--- src/rtl/ids_pkt_pkg.sv ---
// Shared definitions for the ids_pkt_gen test-packet generator.
package ids_pkt_pkg;

   typedef enum logic [2:0] {
      IDLE    = 3'd0,
      MOD_HDR = 3'd1,
      HDR     = 3'd2,
      PAYLOAD = 3'd3,
      GAP     = 3'd4
   } state_e;

   localparam logic [7:0] CTRL_MOD_HDR = 8'hFF;
   localparam logic [7:0] CTRL_BODY    = 8'h00;
   localparam logic [7:0] CTRL_LAST    = 8'h01;

   localparam logic [63:0] HDR_W1 = 64'h4944_5348_4452_0001;
   localparam logic [63:0] HDR_W2 = 64'h4944_5348_4452_0002;
   localparam logic [63:0] HDR_W3 = 64'h4944_5348_4452_0003;

   localparam int NUM_HDR_WORDS = 3;

   // Fixed header word selected by its index within the HDR phase.
   function automatic logic [63:0] hdr_word(input logic [1:0] idx);
      case (idx)
         2'd0:    return HDR_W1;
         2'd1:    return HDR_W2;
         default: return HDR_W3;
      endcase
   endfunction

endpackage

--- src/rtl/ids_pkt_gen.sv ---
// ids_pkt_gen: runs of synthetic packets (module header, 3 fixed header
// words, payload with optional pattern word) toward a 64-bit data path.
//
// state   | meaning
// IDLE    | waiting for start; configuration latched on start
// MOD_HDR | emit module header word (ctrl FF)
// HDR     | emit the three fixed header words (ctrl 00)
// PAYLOAD | emit payload words; final word tagged ctrl 01
// GAP     | inter-packet idle, gap counter counts down to 1
module ids_pkt_gen
   import ids_pkt_pkg::*;
#(
   parameter int DATA_WIDTH = 64,
   parameter int CTRL_WIDTH = DATA_WIDTH / 8
) (
   input  logic                  clk,
   input  logic                  reset,
   output logic [DATA_WIDTH-1:0] out_data,
   output logic [CTRL_WIDTH-1:0] out_ctrl,
   output logic                  out_wr,
   input  logic                  out_rdy,
   input  logic                  start,
   input  logic                  stop,
   input  logic [31:0]           num_pkts,
   input  logic [7:0]            payload_len,
   input  logic [7:0]            gap_cycles,
   input  logic [7:0]            dst_port,
   input  logic [63:0]           pattern,
   input  logic                  pat_en,
   input  logic [7:0]            pat_offset,
   input  logic                  clear_cnt,
   output logic                  busy,
   output logic [31:0]           pkts_sent
);

   localparam logic [7:0] LAST_HDR_IDX = 8'(NUM_HDR_WORDS - 1);

   state_e                  state_q, state_d;
   logic                    out_wr_q, out_wr_d;
   logic [DATA_WIDTH-1:0]   out_data_q, out_data_d;
   logic [CTRL_WIDTH-1:0]   out_ctrl_q, out_ctrl_d;
   logic                    busy_q, busy_d;
   logic [31:0]             pkts_sent_q, pkts_sent_d;
   logic                    stop_pend_q, stop_pend_d;
   logic [7:0]              word_cnt_q, word_cnt_d;
   logic [7:0]              gap_cnt_q, gap_cnt_d;
   logic [31:0]             pkt_idx_q, pkt_idx_d;

   logic [31:0]             num_pkts_q, num_pkts_d;
   logic [7:0]              plen_q, plen_d;
   logic [7:0]              gap_q, gap_d;
   logic [7:0]              dst_q, dst_d;
   logic [63:0]             pattern_q, pattern_d;
   logic                    pat_en_q, pat_en_d;
   logic [7:0]              pat_off_q, pat_off_d;

   logic [15:0]             word_len;
   logic [15:0]             byte_len;
   logic                    last_pay;
   logic                    pat_hit;
   logic [31:0]             pkt_idx_inc;
   logic                    quota_next;
   logic                    quota_now;
   logic                    stop_req;

   assign word_len    = {8'h00, plen_q} + 16'd3;
   assign byte_len    = word_len << 3;
   assign last_pay    = (word_cnt_q == plen_q - 8'd1);
   assign pat_hit     = pat_en_q && (word_cnt_q == pat_off_q);
   assign pkt_idx_inc = pkt_idx_q + 32'd1;
   assign quota_next  = (num_pkts_q != 32'd0) && (pkt_idx_inc == num_pkts_q);
   assign quota_now   = (num_pkts_q != 32'd0) && (pkt_idx_q == num_pkts_q);
   assign stop_req    = stop_pend_q || stop;

   // Next-state, word generation and counter updates.
   always_comb begin
      state_d     = state_q;
      out_wr_d    = 1'b0;
      out_data_d  = out_data_q;
      out_ctrl_d  = out_ctrl_q;
      pkts_sent_d = pkts_sent_q;
      stop_pend_d = stop_pend_q;
      word_cnt_d  = word_cnt_q;
      gap_cnt_d   = gap_cnt_q;
      pkt_idx_d   = pkt_idx_q;
      num_pkts_d  = num_pkts_q;
      plen_d      = plen_q;
      gap_d       = gap_q;
      dst_d       = dst_q;
      pattern_d   = pattern_q;
      pat_en_d    = pat_en_q;
      pat_off_d   = pat_off_q;

      if (state_q != IDLE && stop) stop_pend_d = 1'b1;

      case (state_q)
         IDLE: begin
            if (start) begin
               num_pkts_d  = num_pkts;
               plen_d      = (payload_len == 8'd0) ? 8'd1 : payload_len;
               gap_d       = gap_cycles;
               dst_d       = dst_port;
               pattern_d   = pattern;
               pat_en_d    = pat_en;
               pat_off_d   = pat_offset;
               pkt_idx_d   = 32'd0;
               word_cnt_d  = 8'd0;
               gap_cnt_d   = 8'd0;
               stop_pend_d = 1'b0;
               state_d     = MOD_HDR;
            end
         end
         MOD_HDR: begin
            if (out_rdy) begin
               out_wr_d   = 1'b1;
               out_data_d = DATA_WIDTH'({8'h00, dst_q, word_len, 16'h0000, byte_len});
               out_ctrl_d = CTRL_WIDTH'(CTRL_MOD_HDR);
               word_cnt_d = 8'd0;
               state_d    = HDR;
            end
         end
         HDR: begin
            if (out_rdy) begin
               out_wr_d   = 1'b1;
               out_data_d = DATA_WIDTH'(hdr_word(word_cnt_q[1:0]));
               out_ctrl_d = CTRL_WIDTH'(CTRL_BODY);
               if (word_cnt_q == LAST_HDR_IDX) begin
                  word_cnt_d = 8'd0;
                  state_d    = PAYLOAD;
               end else begin
                  word_cnt_d = word_cnt_q + 8'd1;
               end
            end
         end
         PAYLOAD: begin
            if (out_rdy) begin
               out_wr_d   = 1'b1;
               out_data_d = pat_hit ? DATA_WIDTH'(pattern_q)
                                    : DATA_WIDTH'({pkt_idx_q, 24'h000000, word_cnt_q});
               out_ctrl_d = last_pay ? CTRL_WIDTH'(CTRL_LAST) : CTRL_WIDTH'(CTRL_BODY);
               if (last_pay) begin
                  pkt_idx_d   = pkt_idx_inc;
                  pkts_sent_d = pkts_sent_q + 32'd1;
                  word_cnt_d  = 8'd0;
                  gap_cnt_d   = gap_q;
                  // A zero gap is a zero-length GAP: its exit decision is taken here.
                  if (gap_q != 8'd0)            state_d = GAP;
                  else if (quota_next || stop_req) state_d = IDLE;
                  else                          state_d = MOD_HDR;
               end else begin
                  word_cnt_d = word_cnt_q + 8'd1;
               end
            end
         end
         GAP: begin
            if (gap_cnt_q == 8'd1) begin
               gap_cnt_d = 8'd0;
               state_d   = (quota_now || stop_req) ? IDLE : MOD_HDR;
            end else begin
               gap_cnt_d = gap_cnt_q - 8'd1;
            end
         end
         default: state_d = IDLE;
      endcase

      if (clear_cnt) pkts_sent_d = 32'd0;
      if (state_d == IDLE) stop_pend_d = 1'b0;
      busy_d = (state_d != IDLE);
   end

   // State, output and configuration registers with synchronous reset.
   always_ff @(posedge clk) begin
      if (reset) begin
         state_q     <= IDLE;
         out_wr_q    <= 1'b0;
         out_data_q  <= '0;
         out_ctrl_q  <= '0;
         busy_q      <= 1'b0;
         pkts_sent_q <= 32'd0;
         stop_pend_q <= 1'b0;
         word_cnt_q  <= 8'd0;
         gap_cnt_q   <= 8'd0;
         pkt_idx_q   <= 32'd0;
         num_pkts_q  <= 32'd0;
         plen_q      <= 8'd0;
         gap_q       <= 8'd0;
         dst_q       <= 8'd0;
         pattern_q   <= 64'd0;
         pat_en_q    <= 1'b0;
         pat_off_q   <= 8'd0;
      end else begin
         state_q     <= state_d;
         out_wr_q    <= out_wr_d;
         out_data_q  <= out_data_d;
         out_ctrl_q  <= out_ctrl_d;
         busy_q      <= busy_d;
         pkts_sent_q <= pkts_sent_d;
         stop_pend_q <= stop_pend_d;
         word_cnt_q  <= word_cnt_d;
         gap_cnt_q   <= gap_cnt_d;
         pkt_idx_q   <= pkt_idx_d;
         num_pkts_q  <= num_pkts_d;
         plen_q      <= plen_d;
         gap_q       <= gap_d;
         dst_q       <= dst_d;
         pattern_q   <= pattern_d;
         pat_en_q    <= pat_en_d;
         pat_off_q   <= pat_off_d;
      end
   end

   assign out_wr    = out_wr_q;
   assign out_data  = out_data_q;
   assign out_ctrl  = out_ctrl_q;
   assign busy      = busy_q;
   assign pkts_sent = pkts_sent_q;

endmodule

--- config.mk ---
export PLATFORM = sky130hd
export DESIGN_NAME = ids_pkt_gen
export DESIGN_NICKNAME = d
export VERILOG_FILES = /design/src/rtl/ids_pkt_pkg.sv /design/src/rtl/ids_pkt_gen.sv
export SDC_FILE = /design/constraint.sdc
export NUM_CORES = 1
export LEC_CHECK = 0
export ABC_CLOCK_PERIOD_IN_PS = 4250
export CORE_AREA = 2 2 198 200
export DETAILED_ROUTE_END_ITERATION = 6
export DIE_AREA = 0 0 200 202
export PLACE_DENSITY_LB_ADDON = 0.08
export SYNTH_ARGS = -nofsm -noshare
export SYNTH_HDL_FRONTEND = slang
export SYNTH_SLANG_ARGS = --single-unit
--- constraint.sdc ---
create_clock -name clk -period 4.25 [get_ports clk]
set_input_delay 0.6375 -clock clk [delete_from_list [all_inputs] [get_ports clk]]
set_output_delay 0.6375 -clock clk [all_outputs]
set_load 0.005 [all_outputs]
==> impl_table.tex, run 1 <==
\begin{tabular}{lr}
\hline
Metric & Value \\
\hline
\multicolumn{2}{l}{\textbf{Drt}} \\
\quad Post-detailed-route via-to-cell ratio & slightly above 5 \\
\quad 1st-pass router iterations & 5 \\
\quad Total via count after detailed routing & around 12000 \\
\quad Number of DRC markers in iteration 0 & approximately 670 \\
\quad WL/cell & 18.4 um \\
\quad \# DRC & 0 \\
\quad Wire length reported by the detailed router & 44400 um \\
\quad Antenna viol nets, final & 0 \\
\multicolumn{2}{l}{\textbf{Finish}} \\
\quad Register area & between 0.005 and 0.006 sq mm \\
\quad Area used by multi-input combinational logic & $\sim$0.007 sq mm \\
\quad Area growth from synthesis to final layout & 28.8\% \\
\quad Layout fillers & roughly 4000 \\
\quad Number of nets in the layout & slightly above 2000 \\
\quad Layout cells sized above 1 & approximately 5.4\% \\
\quad Final core utilization & $\sim$44\% \\
\multicolumn{2}{l}{\textbf{Placement}} \\
\quad Minimum setup slack after placement & 0.703 ns \\
\quad Final weighted congestion in routability-driven placement & 0.915 \\
\quad Detail Placement HPWL & around 32000 um \\
\quad Number of I/O port buffers & 240 \\
\multicolumn{2}{l}{\textbf{Clocking}} \\
\quad Number of hold-repair buffers added at the cts stage & 0 \\
\quad Cts bufs inserted & 35 \\
\quad H-tree levels & 2 \\
\quad Number of gates resized after CTS & 0 \\
\quad Worst skew pair latency & $\sim$0.53 ns \\
\quad Clock Sink Count & around 280 \\
\quad Clock Pin Slew Worst Setup and Hold Paths & 0.06 ns \\
\quad Root buffer cell & sky130\_fd\_sc\_hd\_\_clkbuf\_16 \\
\quad Maximum buffer depth of the clock tree & 3 \\
\quad Number of buffers added for setup after CTS & 0 \\
\quad CTS tree & yes \\
\multicolumn{2}{l}{\textbf{Worst setup path}} \\
\quad Top cell family by delay on the critical path & simple AND/OR/NAND/NOR gates \\
\quad Buffers \& Inverters on Critical Path & 1 \\
\quad Critical path data required time & around 4.7 ns \\
\quad Worst setup SP type & flip-flop \\
\quad Cell with the biggest individual delay on the critical path & sky130\_fd\_sc\_hd\_\_nor4b\_4 \\
\quad Worst setup path class & reg2reg \\
\quad Register-to-register setup slack & approximately 0.67 ns \\
\quad Delay of the slowest cell on the worst path & roughly 0.52 ns \\
\quad Worst-path cell chain & inv\_1 -> ha\_1 -> nand2b\_1 -> or3b\_1 -> a211oi\_1 -> nor4b\_4 -> nand4\_2 -> or2\_1 -> or3\_1 -> a21oi\_1 \\
\quad Maximum fanout count along the critical path & 15 \\
\quad Capturing element type of the critical path & flip-flop \\
\quad Arrival time at the worst endpoint & 4.01 ns \\
\multicolumn{2}{l}{\textbf{Floorplanning}} \\
\quad DIE WIDTH & approximately 200 um \\
\quad Starting density of the core & about a third \\
\quad Die area & approximately 0.040 sq mm \\
\quad Top-Level Pins & 241 \\
\quad DIE HEIGHT & approximately 200 um \\
\quad Placeable core region & 0.0383 sq mm \\
\quad Cell Rows & 72 \\
\multicolumn{2}{l}{\textbf{Synth}} \\
\quad Syn\_area\_per\_cell & just under 8 sq um \\
\quad Post-synthesis register bit count & between 200 and 300 \\
\quad Number of enable flip-flop cells after synthesis & 0 \\
\quad Cell count after synthesis & 1711 \\
\quad Predominant post-synthesis flop cell & sky130\_fd\_sc\_hd\_\_dfxtp\_1 \\
\quad Post-synth ARST share & 0\% \\
\quad Sequential share of the synthesized area & a little over two fifths \\
\quad Total nets after synthesis & $\sim$1900 \\
\quad Count of unique library cells instantiated by Yosys & 64 \\
\quad Yosys warnings & 0 \\
\quad Synthesized area & roughly 0.013 sq mm \\
\multicolumn{2}{l}{\textbf{STA}} \\
\quad Share of the clock period used by the worst path & a little over four fifths \\
\quad Largest clock skew in the final design & between 0.02 and 0.025 ns \\
\quad Transition time at the pin with the least slew margin & 1.04 ns \\
\quad Sum Neg Setup Slack & 0 ns \\
\quad RSZ-0062 raised after global routing & no \\
\quad Worst Setup Slack, final & about 0.67 ns \\
\quad \# setup viols final & 0 \\
\quad Fin. Hold Viols & 0 \\
\quad Count of final max-slew check failures & 0 \\
\quad Fmax & about 280 MHz \\
\quad Relative slew slack & a little under a third \\
\quad Hold slack final & 0.453 ns \\
\quad Final min period & about 3.6 ns \\
\multicolumn{2}{l}{\textbf{Run}} \\
\quad MaxCap Viol Count & 0 \\
\multicolumn{2}{l}{\textbf{Global routing}} \\
\quad Initial antenna violation count & 4 \\
\quad Total congestion overflow after global routing & 0 \\
\quad Wire length of the first global-routing pass & 69300 um \\
\quad Maximum number of pins on one net before global-route repair & just over 90 \\
\quad Via count of the first global-routing pass & approximately 12000 \\
\quad Total track usage & a little over a fifth \\
\multicolumn{2}{l}{\textbf{Power and ir drop}} \\
\quad Power Density & 393 mW/mm\^{}2 \\
\quad Worst ir drop on vdd & between 0.2 and 0.3 mV \\
\quad Overall power after layout & around 6700 uW \\
\quad Leakage power figure & approximately 0.0057 uW \\
\multicolumn{2}{l}{\textbf{Run status}} \\
\quad Run status & completed \\
\multicolumn{2}{l}{\textbf{Worst hold path}} \\
\quad Path class of the lowest-slack min-delay path & reg2reg \\
\hline
\end{tabular}
-- logic make-up (layout without fill, tap and decap cells) --
logic type	after synthesis	in the layout	share of synthesized area [%]
other	0	1	0
buffers and inverters	164	346	4.97
AOI/OAI and AO/OA	352	352	15.6
DFF	281	281	42.7
xor gates and xnor gates	118	118	7.84
muxes	24	24	1.86
adders and majority gates	9	9	0.855
and+or+nand+nor	763	763	26.2
-- area by class of cell --
cell class              instances  share of cell area, %
well taps                     518                   3.82
clock inverters                11                  0.582
inverters                      22                  0.487
clock buffers                  51                   6.04
multi-input cells            1266                   40.8
flip-flops and latches        281                   33.1
repair buffers                262                   15.1
diodes                          1                 0.0147
-- worst reg2reg max path, cell delays in order, from the launching register on --
cell                       delay [ns]
sky130_fd_sc_hd__dfxtp_1         0.41
sky130_fd_sc_hd__inv_1           0.13
sky130_fd_sc_hd__ha_1            0.28
sky130_fd_sc_hd__nand2b_1        0.13
sky130_fd_sc_hd__or3b_1          0.36
sky130_fd_sc_hd__a211oi_1        0.26
sky130_fd_sc_hd__nor4b_4         0.52
sky130_fd_sc_hd__nand4_2         0.44
sky130_fd_sc_hd__or2_1           0.47
sky130_fd_sc_hd__or3_1           0.33
sky130_fd_sc_hd__a21oi_1         0.15
-- path summary, 6_finish.rpt --
kind / from / to / cells after the start
worst min-delay path: pattern_q[23]$_SDFFE_PP0P_ / pattern_q[23]$_SDFFE_PP0P_ / 2
worst max-delay path: plen_q[0]$_SDFFE_PP0P_ / pkts_sent[24]$_SDFFE_PP0P_ / 10
worst max register to register: plen_q[0]$_SDFFE_PP0P_ / pkts_sent[24]$_SDFFE_PP0P_ / 10
worst min register to register: pattern_q[23]$_SDFFE_PP0P_ / pattern_q[23]$_SDFFE_PP0P_ / 2
-- layout by cell type, fill, tap and decap left out, drive strengths merged, types with 19 or more instances in the layout --
| cell | netlist | final |
|---|---|---|
| a21oi | 199 | 199 |
| a22oi | 19 | 19 |
| buf | 24 | 23 |
| clkbuf | 118 | 51 |
| clkdlybuf4s50 | 0 | 239 |
| dfxtp | 281 | 281 |
| inv | 22 | 24 |
| mux2i | 20 | 20 |
| nand2 | 361 | 361 |
| nand3 | 32 | 32 |
| nand4 | 26 | 26 |
| nor2 | 163 | 163 |
| nor3 | 56 | 56 |
| nor4 | 38 | 38 |
| o21ai | 52 | 52 |
| or3 | 20 | 20 |
| xnor2 | 90 | 90 |
| xor2 | 28 | 28 |
-- per-layer routing --
layer / track usage [%] / up-vias / part of all wire, %
li1: - / 6178 / -
met1: 30.5 / 5873 / 47
met2: 32.6 / 332 / 43
met3: 6.24 / 66 / 7.0
met4: 5.98 / 2 / 2.2
met5: 0 / - / 0.027
-- synthesized netlist by cell type, types with 3 or more instances --
cell type	count	area share (%)
sky130_fd_sc_hd__nand3_1	32	1.2
sky130_fd_sc_hd__xnor2_1	90	6.0
sky130_fd_sc_hd__o211ai_1	4	0.23
sky130_fd_sc_hd__mux2_2	4	0.34
sky130_fd_sc_hd__nor2b_1	6	0.28
sky130_fd_sc_hd__buf_1	5	0.14
sky130_fd_sc_hd__xor2_1	28	1.9
sky130_fd_sc_hd__mux2i_1	20	1.5
sky130_fd_sc_hd__or3_1	20	0.95
sky130_fd_sc_hd__nor2_1	163	4.6
sky130_fd_sc_hd__nand2b_1	8	0.38
sky130_fd_sc_hd__o21a_1	9	0.51
sky130_fd_sc_hd__buf_2	13	0.49
sky130_fd_sc_hd__a21oi_1	199	7.6
sky130_fd_sc_hd__ha_1	9	0.85
sky130_fd_sc_hd__nand2_1	361	10
sky130_fd_sc_hd__nor4b_1	3	0.20
sky130_fd_sc_hd__nand4_1	25	1.2
sky130_fd_sc_hd__o31ai_1	5	0.28
sky130_fd_sc_hd__and4_1	10	0.66
sky130_fd_sc_hd__and3_1	7	0.33
sky130_fd_sc_hd__clkbuf_1	118	3.4
sky130_fd_sc_hd__a211oi_1	8	0.46
sky130_fd_sc_hd__inv_1	22	0.63
sky130_fd_sc_hd__or2_2	7	0.33
sky130_fd_sc_hd__o221ai_1	14	0.93
sky130_fd_sc_hd__nand4b_1	5	0.33
sky130_fd_sc_hd__nor3_1	55	2.1
sky130_fd_sc_hd__and2_1	5	0.24
sky130_fd_sc_hd__or4_1	6	0.34
sky130_fd_sc_hd__a22oi_1	19	1.1
sky130_fd_sc_hd__dfxtp_1	281	43
sky130_fd_sc_hd__a221oi_1	3	0.20
sky130_fd_sc_hd__a41oi_1	3	0.20
sky130_fd_sc_hd__a21o_1	4	0.23
sky130_fd_sc_hd__buf_4	6	0.34
sky130_fd_sc_hd__nor4_1	38	1.8
sky130_fd_sc_hd__o21ai_0	52	2.0
sky130_fd_sc_hd__a31oi_1	15	0.71
-- metrics by stage --
stage	area [sq um]	std cells
after global placement	15800	2349
after CTS	17000	2411
final	17000	2412
after detailed placement	15800	2349
after global routing	17000	2411
after floorplan	13200	1711
-- flip-flops by register name, indices dropped and copies added (netlist names) --
register,count
busy,1
dst_q,8
gap_cnt_q,8
gap_q,8
num_pkts_q,32
out_ctrl,2
out_data,64
out_wr,1
pat_en_q,1
pat_off_q,8
pattern_q,64
pkt_idx_q,32
pkts_sent,32
plen_q,8
state_q,3
stop_pend_q,1
word_cnt_q,8
-- where the power goes --
group / total, uW / leakage, uW / internal, uW / switching (uW)
combinational: 856 / 0.00288 / 386 / 470
clock: 2920 / 0.000564 / 1740 / 1180
sequential: 2890 / 0.00229 / 2760 / 125
(Power assumes the default switching activity.)
==> inputs of run 2 (changes only) <==
ABC_CLOCK_PERIOD_IN_PS = 3550   (was 4250)
clock period = 3.55 ns   (was 4.25 ns; I/O delays follow)
==> run 2 against run 1 <==
Against the previous run:
- die area did not move
- sequential power rose by 19%
- register-to-register slack got worse by 0.30 ns
- non-clock buffer count rose by 24
- worst setup slack got worse by 0.30 ns
- sequential cell count did not move
- final cell count rose by 1.0%
- largest power group is now sequential cells
==> impl_table.tex, run 2 (synthesis gave the netlist of run 1 again) <==
\begin{tabular}{lr}
\hline
Metric & Value \\
\hline
\multicolumn{2}{l}{\textbf{Floorplanning}} \\
\quad Cell Rows & approximately 70 \\
\quad Starting density of the core & between 30\% and 40\% \\
\quad Die area & $\sim$0.040 sq mm \\
\quad Top-Level Pins & 241 \\
\quad DIE HEIGHT & 202 um \\
\quad Placeable core region & between 0.03 and 0.04 sq mm \\
\quad DIE WIDTH & $\sim$200 um \\
\multicolumn{2}{l}{\textbf{Drt}} \\
\quad Total via count after detailed routing & approximately 13000 \\
\quad Metal2 WL & between 15000 and 20000 um \\
\quad M1 wire length & 21000 um \\
\quad Wire length reported by the detailed router & 45000 um \\
\quad Number of DRC markers in iteration 0 & around 710 \\
\quad \# DRC & 0 \\
\quad Antenna viol nets, final & 0 \\
\quad Met3 layer wire length in the routed design & approximately 3500 um \\
\quad 1st-pass router iterations & 5 \\
\quad Uppermost routed layer & met5 \\
\quad Post-detailed-route via-to-cell ratio & 5.14 \\
\quad WL/cell & about 18 um \\
\multicolumn{2}{l}{\textbf{Clocking}} \\
\quad Clock Sink Count & between 200 and 300 \\
\quad Number of buffers added for setup after CTS & 0 \\
\quad Number of gates resized after CTS & 0 \\
\quad Number of hold-repair buffers added at the cts stage & 0 \\
\quad Maximum buffer depth of the clock tree & 3 \\
\quad CTS tree & yes \\
\quad Worst skew pair latency & between 0.5 and 0.6 ns \\
\quad Clock Pin Slew Worst Setup and Hold Paths & around 0.06 ns \\
\quad Root buffer cell & sky130\_fd\_sc\_hd\_\_clkbuf\_16 \\
\quad H-tree levels & 2 \\
\quad Cts bufs inserted & 35 \\
\multicolumn{2}{l}{\textbf{Global routing}} \\
\quad Wire length of the first global-routing pass & 70200 um \\
\quad Via count of the first global-routing pass & around 12000 \\
\quad Total congestion overflow after global routing & 0 \\
\quad Initial antenna violation count & 3 \\
\quad Maximum number of pins on one net before global-route repair & approximately 130 \\
\quad Total track usage & between 20\% and 30\% \\
\multicolumn{2}{l}{\textbf{Finish}} \\
\quad Register area & 0.00563 sq mm \\
\quad Commonest cells after routing, fill and taps aside & 360 x sky130\_fd\_sc\_hd\_\_nand2\_1, 281 x sky130\_fd\_sc\_hd\_\_dfxtp\_1, 239 x sky130\_fd\_sc\_hd\_\_clkdlybuf4s50\_1, 198 x sky130\_fd\_sc\_hd\_\_a21oi\_1, 162 x sky130\_fd\_sc\_hd\_\_nor2\_1 \\
\quad Layout fillers & 3971 \\
\quad Number of nets in the layout & 2036 \\
\quad Area used by multi-input combinational logic & $\sim$0.007 sq mm \\
\quad Most common library cell in the layout ignoring fill and taps & sky130\_fd\_sc\_hd\_\_nand2\_1 \\
\quad Post-route design area & about 0.017 sq mm \\
\quad Non-filler instance count after layout & approximately 2400 \\
\quad Area growth from synthesis to final layout & 30.3\% \\
\quad Layout cells sized above 1 & roughly 6.4\% \\
\multicolumn{2}{l}{\textbf{Placement}} \\
\quad Final weighted congestion in routability-driven placement & 0.884 \\
\quad Placed cell areas & 0.0161 sq mm \\
\quad Number of placed instances, taps included & between 2000 and 2500 \\
\quad Detail Placement HPWL & between 30000 and 40000 um \\
\quad Number of I/O port buffers & 240 \\
\multicolumn{2}{l}{\textbf{STA}} \\
\quad Fmax & 314 MHz \\
\quad Relative slew slack & $\sim$45\% \\
\quad Count of final max-slew check failures & 0 \\
\quad Sum Neg Setup Slack & 0 ns \\
\quad Largest clock skew in the final design & 0.0186 ns \\
\quad \# setup viols final & 0 \\
\quad Hold slack final & $\sim$0.42 ns \\
\quad RSZ-0062 raised after global routing & no \\
\quad Share of the clock period used by the worst path & between 80\% and 90\% \\
\quad Transition time at the pin with the least slew margin & roughly 0.82 ns \\
\quad Final min period & roughly 3.2 ns \\
\quad Fin. Hold Viols & 0 \\
\multicolumn{2}{l}{\textbf{Worst setup path}} \\
\quad Reg-to-reg critical path startpoint & plen\_q[0]\$\_SDFFE\_PP0P\_ \\
\quad End of the worst register-to-register path & gap\_cnt\_q[0]\$\_SDFFE\_PP0P\_ \\
\quad Critical path origin & plen\_q[0]\$\_SDFFE\_PP0P\_ \\
\quad Cell depth of the worst flop-to-flop path & 11 \\
\quad Capturing element type of the critical path & flip-flop \\
\quad Arrival time at the worst endpoint & 3.60 ns \\
\quad Worst setup path class & reg2reg \\
\quad Worst setup SP type & flip-flop \\
\quad Destination of the critical timing path & gap\_cnt\_q[0]\$\_SDFFE\_PP0P\_ \\
\quad Critical path data required time & 3.97 ns \\
\quad Maximum fanout count along the critical path & 11 \\
\quad Register-to-register setup slack & between 0.3 and 0.4 ns \\
\multicolumn{2}{l}{\textbf{Run}} \\
\quad MaxCap Viol Count & 0 \\
\multicolumn{2}{l}{\textbf{Power and ir drop}} \\
\quad Overall power after layout & about 8000 uW \\
\quad Worst ir drop on vdd & slightly above 0.3 mV \\
\quad Leakage power figure & roughly 0.006 uW \\
\quad Power Density & between 400 and 500 mW/mm\^{}2 \\
\multicolumn{2}{l}{\textbf{Run status}} \\
\quad Run status & completed \\
\multicolumn{2}{l}{\textbf{Worst hold path}} \\
\quad Path class of the lowest-slack min-delay path & in2reg \\
\hline
\end{tabular}
## run 2: changes by cell type in the layout (fill, tap and decap cells not counted), moves of 2 or more
cell / previous run / this run
sky130_fd_sc_hd__clkbuf_1: 7 / 9
sky130_fd_sc_hd__buf_12: 0 / 3
sky130_fd_sc_hd__clkbuf_8: 9 / 5
sky130_fd_sc_hd__buf_4: 22 / 43
## run 2: critical path, stage by stage, from the launching register on
cell	delay [ns]
sky130_fd_sc_hd__dfxtp_1	0.41
sky130_fd_sc_hd__inv_1	0.12
sky130_fd_sc_hd__ha_1	0.28
sky130_fd_sc_hd__nand2b_1	0.12
sky130_fd_sc_hd__or3b_1	0.36
sky130_fd_sc_hd__a211oi_1	0.25
sky130_fd_sc_hd__nor4b_4	0.28
sky130_fd_sc_hd__buf_4	0.20
sky130_fd_sc_hd__and2_1	0.37
sky130_fd_sc_hd__nand2b_1	0.40
sky130_fd_sc_hd__nor2_1	0.08
sky130_fd_sc_hd__a211oi_1	0.22
## run 2: through the flow
stage | setup slack, ns | util [%]
6_report | 0.370 | 44.8
5_1_grt | 0.138 | 44.8
4_1_cts | 0.345 | 44.8
3_5_place_dp | 0.342 | 42.0
3_3_place_gp | 0.458 | 42.0
2_1_floorplan | 0.673 | -
## run 2: metal layers
layer,global-route usage [%],vias up
li1,-,6230
met1,30.4,5910
met2,33.7,329
met3,6.52,60
met4,5.26,2
met5,0,-
## run 2: worst min-delay path by stage
| stage | endpoint | start | cells past startpoint |
|---|---|---|---|
| 2_1_floorplan | pattern_q[0]$_SDFFE_PP0P_ | pattern_q[0]$_SDFFE_PP0P_ | 2 |
| 3_3_place_gp | pattern_q[16]$_SDFFE_PP0P_ | pattern_q[16]$_SDFFE_PP0P_ | 2 |
| 3_5_place_dp | pattern_q[31]$_SDFFE_PP0P_ | pattern_q[31]$_SDFFE_PP0P_ | 2 |
| 4_1_cts | plen_q[6]$_SDFFE_PP0P_ | reset | 2 |
| 5_1_grt | plen_q[4]$_SDFFE_PP0P_ | reset | 2 |
| 6_report | plen_q[6]$_SDFFE_PP0P_ | reset | 2 |
## run 2: report_power, final
group	switching, uW	internal [uW]
combinational	576	472
sequential	139	3310
clock	1400	2040
## run 2: area by class of cell
cell class / count / area share, %
Antenna cell: 2 / 0.0291
Clock buffer: 50 / 5.84
Clock inverter: 11 / 0.568
Inverter: 22 / 0.481
Multi-Input combinational cell: 1266 / 40.3
Sequential cell: 281 / 32.8
Tap cell: 518 / 3.77
Timing Repair Buffer: 286 / 16.2
